## config.mk

```make
export PLATFORM = sky130hd
export DESIGN_NAME = tag_collector_fifo
export DESIGN_NICKNAME = d
export VERILOG_FILES = /design/src/rtl/tag_collector_pkg.sv /design/src/rtl/tag_collector_fifo_rr_arbiter.sv /design/src/rtl/tag_collector_fifo.sv
export SDC_FILE = /design/constraint.sdc
export NUM_CORES = 1
export LEC_CHECK = 0
export ABC_CLOCK_PERIOD_IN_PS = 6800
export CAP_MARGIN = 20
export CORE_MARGIN = 2
export CORE_UTILIZATION = 45
export CTS_CLUSTER_DIAMETER = 200
export DETAILED_ROUTE_END_ITERATION = 8
export SLEW_MARGIN = 20
export SYNTH_ARGS = -nofsm -noshare
export SYNTH_HDL_FRONTEND = slang
export SYNTH_SLANG_ARGS = --single-unit
```

## constraint.sdc

```tcl
create_clock -name clk_0 -period 6.8 [get_ports clk_0]
set_input_delay 1.02 -clock clk_0 [delete_from_list [all_inputs] [get_ports clk_0]]
set_output_delay 1.02 -clock clk_0 [all_outputs]
set_load 0.01 [all_outputs]
```

## src/rtl/tag_collector_pkg.sv

```systemverilog
// Shared widths and the FIFO entry layout for the tag collector.
// Helper functions size the channel-id and level fields from module parameters.
package tag_collector_pkg;

   function automatic int ch_w(input int n);
      return (n > 1) ? $clog2(n) : 1;
   endfunction

   function automatic int lvl_w(input int d);
      return $clog2(d) + 1;
   endfunction

   localparam int DEF_NUM_CH = 4;
   localparam int DEF_TAG_W  = 16;
   localparam int DEF_CH_W   = ch_w(DEF_NUM_CH);

   typedef struct packed {
      logic [DEF_CH_W-1:0]  ch_id;
      logic [DEF_TAG_W-1:0] tag;
   } entry_t;

endpackage

```

## src/rtl/tag_collector_fifo_rr_arbiter.sv

```systemverilog
// Round-robin grant over the pending channels; pointer advances past each grant.
// A first pass looks at or after the pointer, a second pass wraps to index 0.
module rr_arbiter #(
   parameter int NUM_CH = 4,
   parameter int CH_W   = 2
) (
   input  logic              clk_0,
   input  logic              rst,
   input  logic [NUM_CH-1:0] req,
   output logic [NUM_CH-1:0] gnt,
   output logic [CH_W-1:0]   gnt_idx,
   output logic              gnt_any
);

   logic [CH_W-1:0] rr_ptr;

   always_comb begin
      gnt     = '0;
      gnt_idx = '0;
      gnt_any = 1'b0;
      for (int unsigned c = 0; c < NUM_CH; c++) begin
         if (!gnt_any && req[c] && (CH_W'(c) >= rr_ptr)) begin
            gnt_any = 1'b1;
            gnt[c]  = 1'b1;
            gnt_idx = CH_W'(c);
         end
      end
      for (int unsigned c = 0; c < NUM_CH; c++) begin
         if (!gnt_any && req[c]) begin
            gnt_any = 1'b1;
            gnt[c]  = 1'b1;
            gnt_idx = CH_W'(c);
         end
      end
   end

   always_ff @(posedge clk_0) begin
      if (rst) begin
         rr_ptr <= '0;
      end else if (gnt_any) begin
         rr_ptr <= (gnt_idx == CH_W'(NUM_CH - 1)) ? '0 : gnt_idx + CH_W'(1);
      end
   end

endmodule

```

## src/rtl/tag_collector_fifo.sv

```systemverilog
// Collects tags from NUM_CH channels through one-entry pending registers into a
// shared FIFO, counting tags lost while a channel's pending slot is occupied.
module tag_collector_fifo
   import tag_collector_pkg::*;
#(
   parameter int NUM_CH = 4,
   parameter int TAG_W  = 16,
   parameter int DEPTH  = 16,
   parameter int DROP_W = 8
) (
   input  logic                              clk_0,
   input  logic                              rst,
   input  logic [NUM_CH*TAG_W-1:0]           tag_in,
   input  logic [NUM_CH-1:0]                 tag_valid,
   input  logic                              drop_clr,
   input  logic                              rd_en,
   output logic [ch_w(NUM_CH)+TAG_W-1:0]     data_out,
   output logic                              data_valid,
   output logic                              empty,
   output logic                              full,
   output logic [lvl_w(DEPTH)-1:0]           level,
   output logic [NUM_CH*DROP_W-1:0]          drop_count
);

   localparam int CH_W  = ch_w(NUM_CH);
   localparam int LVL_W = lvl_w(DEPTH);
   localparam int AW    = $clog2(DEPTH);
   localparam int E_W   = CH_W + TAG_W;

   logic [NUM_CH-1:0] pend_vld;
   logic [TAG_W-1:0]  pend_tag [NUM_CH];
   logic [E_W-1:0]    mem [DEPTH];
   logic [AW-1:0]     wr_ptr;
   logic [AW-1:0]     rd_ptr;

   logic [NUM_CH-1:0] req;
   logic [NUM_CH-1:0] gnt;
   logic [CH_W-1:0]   gnt_idx;
   logic              gnt_any;
   logic              rd_acc;

   assign empty  = (level == '0);
   assign full   = (level == LVL_W'(DEPTH));
   // Grants are gated by the registered full flag, so a read never frees a slot
   // for a write in the same cycle.
   assign req    = pend_vld & {NUM_CH{~full}};
   assign rd_acc = rd_en & ~empty;

   rr_arbiter #(
      .NUM_CH (NUM_CH),
      .CH_W   (CH_W)
   ) u_arb (
      .clk_0   (clk_0),
      .rst     (rst),
      .req     (req),
      .gnt     (gnt),
      .gnt_idx (gnt_idx),
      .gnt_any (gnt_any)
   );

   always_ff @(posedge clk_0) begin
      if (rst) begin
         pend_vld   <= '0;
         wr_ptr     <= '0;
         rd_ptr     <= '0;
         level      <= '0;
         data_out   <= '0;
         data_valid <= 1'b0;
         drop_count <= '0;
      end else begin
         for (int unsigned c = 0; c < NUM_CH; c++) begin
            if (tag_valid[c] && (!pend_vld[c] || gnt[c])) begin
               pend_vld[c] <= 1'b1;
               pend_tag[c] <= tag_in[c*TAG_W +: TAG_W];
            end else if (gnt[c]) begin
               pend_vld[c] <= 1'b0;
            end

            if (drop_clr) begin
               drop_count[c*DROP_W +: DROP_W] <= '0;
            end else if (tag_valid[c] && pend_vld[c] && !gnt[c] &&
                         (drop_count[c*DROP_W +: DROP_W] != '1)) begin
               drop_count[c*DROP_W +: DROP_W] <= drop_count[c*DROP_W +: DROP_W] + DROP_W'(1);
            end
         end

         if (gnt_any) begin
            mem[wr_ptr] <= {gnt_idx, pend_tag[gnt_idx]};
            wr_ptr      <= wr_ptr + AW'(1);
         end

         if (rd_acc) begin
            data_out <= mem[rd_ptr];
            rd_ptr   <= rd_ptr + AW'(1);
         end
         data_valid <= rd_acc;

         unique case ({gnt_any, rd_acc})
            2'b10:   level <= level + LVL_W'(1);
            2'b01:   level <= level - LVL_W'(1);
            default: ;
         endcase
      end
   end

endmodule

```

==> qor.csv <==
metric,value,unit
clock.fmax,288,MHz
cts_max_level,2,
startpoint_type,flip-flop,
clk_pin_slew,0.06,ns
cts_setup_buffers,0,
synth.avg_cell_area,17.1,um^2
synthToLayoutAreaGrowth,20.0,%
root_buffer,clkbuf_16,
synth_cell_type_count,57,
grt_usage,18.7,%
ys_warn_count,0,
ys_seq_area_share,72.2,%
crit_chain,"nor4_2, nand2_1, inv_2, clkdlybuf4s50_1",
routed_wirelength,34.9,mm
cp_max_fo,7,
min_period,3.48,ns
layout_common_cells,"edfxtp_1 (352), clkdlybuf4s50_1 (129), mux4_2 (72)",
synth_flop_cell,edfxtp_1,
cts_hold_buf,0,
hpwl,21.7,mm
io_buffers,129,
whs,0.478,ns
critPathMaxStageDelay,0.59,ns
antenna_found_initial,0,
worstPathArrival,2.46,ns
period_share,51.1,%
criticalPathCategory,reg2out,
cts_sinks,422,
numCtsBuffers,45,
drv_cap,0,
cts_resized,0,
setup_viol_count_final,0,
hold_class,reg2reg,
vias_per_cell,5.53,
num_rows,70,
tightest_slew,1.05,ns
async_flop_share,0,%
grt-ovfl-total,0,
cts_tree,done,
hold_viol,0,
grt_pass1_vias,9247,
nFillCells,2937,
ys_seq_elements,422,
max-slew-margin-rel,29.8,%
syn_nets,1054,
drive_gt1_share,16.7,%
synth_area,16600,um^2
seq_area,12000,um^2
final_common_cell,edfxtp_1,
clk_latency,0.55,ns
die_h,196,um
fin_nets,1199,
gp_routability_congestion,0.777,
grt_pass1_wl,54.3,mm
coreArea,36400,um^2
setup_tns,0,ns
powerDensity,355,nW/um^2
fin_skew,0.0245,ns
ios,130,
endpoint_kind,output port,
avgRoutedWirePerCell,21.6,um
synth-edff-count,352,
total_leakage_power,6.47,nW
fp.dieW,196,um
drtPass1Iterations,5,
status,finished clean,
final_antenna_net_count,0,
start_util,45.5,%
critPathSlowestCell,clkdlybuf4s50_1,
first_iter_violations,555,
required,5.78,ns
ir_drop,0.205,mV
n_antenna_cell,0,
cts_buffer_depth,3,
synth_cells,967,
vias,8928,
drv_slew,0,
grt_max_degree,55,
die_area,38400,um^2
drc,0,
multi_input_area,4440,um^2
rsz0062_at_grt,no,
## cell type report
class                   instances  area share, %
clock buffers                  58           6.22
clock inverters                24          0.755
inverters                      15          0.283
multi-input cells             480           22.3
flip-flops and latches        422           60.2
well taps                     468           2.94
repair buffers                148           7.25
## critical path, delay by kind of cell (launching register included)
family	cells	cell delay, ns
buf+inv	2	0.79
simple gates	2	0.76
flops	1	0.36
## registers in the layout (all words and copies together), names as in the netlist
name,flops
u_arb.rr_ptr,2
data_valid,1
rd_ptr,4
drop_count,32
pend_vld,4
wr_ptr,4
pend_tag,64
mem,288
data_out,18
level,5
## final timing paths
path / startpoint / to / slack, ns / cells after the start
worst max-delay path: level[0]$_SDFFE_PP0P_ / full / 3.32 / 4
worst min-delay path: data_out[8]$_SDFFE_PP0P_ / data_out[8]$_SDFFE_PP0P_ / 0.48 / 1
worst max register to register: level[0]$_SDFFE_PP0P_ / level[4]$_SDFFE_PP0P_ / 3.41 / 14
worst min register to register: data_out[8]$_SDFFE_PP0P_ / data_out[8]$_SDFFE_PP0P_ / 0.48 / 1
## synth_stat cells (5+ instances only)
master	instances	area share, %
and3_1	7	0.26
a22o_1	18	0.95
nand3_1	16	0.48
or3_1	6	0.23
edfxtp_1	352	64
buf_1	7	0.16
dfxtp_1	70	8.5
mux2i_1	37	2.2
a221o_1	16	0.97
a21oi_1	41	1.2
nor3_1	10	0.30
o21ai_0	12	0.36
mux4_2	72	9.8
ha_1	14	1.1
xor2_1	11	0.58
nand4_1	8	0.30
nor2b_1	25	0.94
xnor2_1	15	0.79
clkbuf_1	27	0.61
nand2b_1	5	0.19
nand2_1	29	0.66
inv_1	12	0.27
buf_2	12	0.36
nor2_1	76	1.7
a211oi_1	20	0.91
## power by group
part           internal [W]  switching, W  total [W]
clock network       0.00132      0.000983    0.00230
logic              0.000658      0.000815    0.00147
registers           0.00316      0.000124    0.00328
total               0.00514       0.00192    0.00706
## cells by family (layout without fill, tap and decap cells)
family | Yosys count | in the layout | synth area share, %
adders and majority gates | 15 | 15 | 1.18
buffers and inverters | 65 | 245 | 1.74
DFF | 422 | 422 | 72.2
and+or+nand+nor | 196 | 196 | 5.74
AOI/OAI and AO/OA | 134 | 134 | 5.74
xor gates and xnor gates | 26 | 26 | 1.37
muxes | 109 | 109 | 12.0
## per-stage QoR
| step | area (um^2) | setup WS [ns] | util, % | power (W) | std cells |
|---|---|---|---|---|---|
| after floorplan | 16600 | 3.42 | - | 0.00428 | 967 |
| after global placement | 18400 | 3.11 | 50.6 | 0.00481 | 1531 |
| after detailed placement | 18500 | 3.04 | 50.7 | 0.00483 | 1532 |
| after CTS | 19800 | 3.25 | 54.5 | 0.00713 | 1614 |
| after global routing | 19900 | 3.12 | 54.6 | 0.00738 | 1615 |
| final | 19900 | 3.32 | 54.6 | 0.00706 | 1615 |
## layer usage
layer	vias to the layer above	global-route usage [%]	wire (um)
li1	4115	-	-
met1	4567	26.7	16300
met2	210	30.0	16500
met3	36	3.52	1720
met4	0	4.18	426
met5	-	0	0
Power figures use the tool's default switching activity.
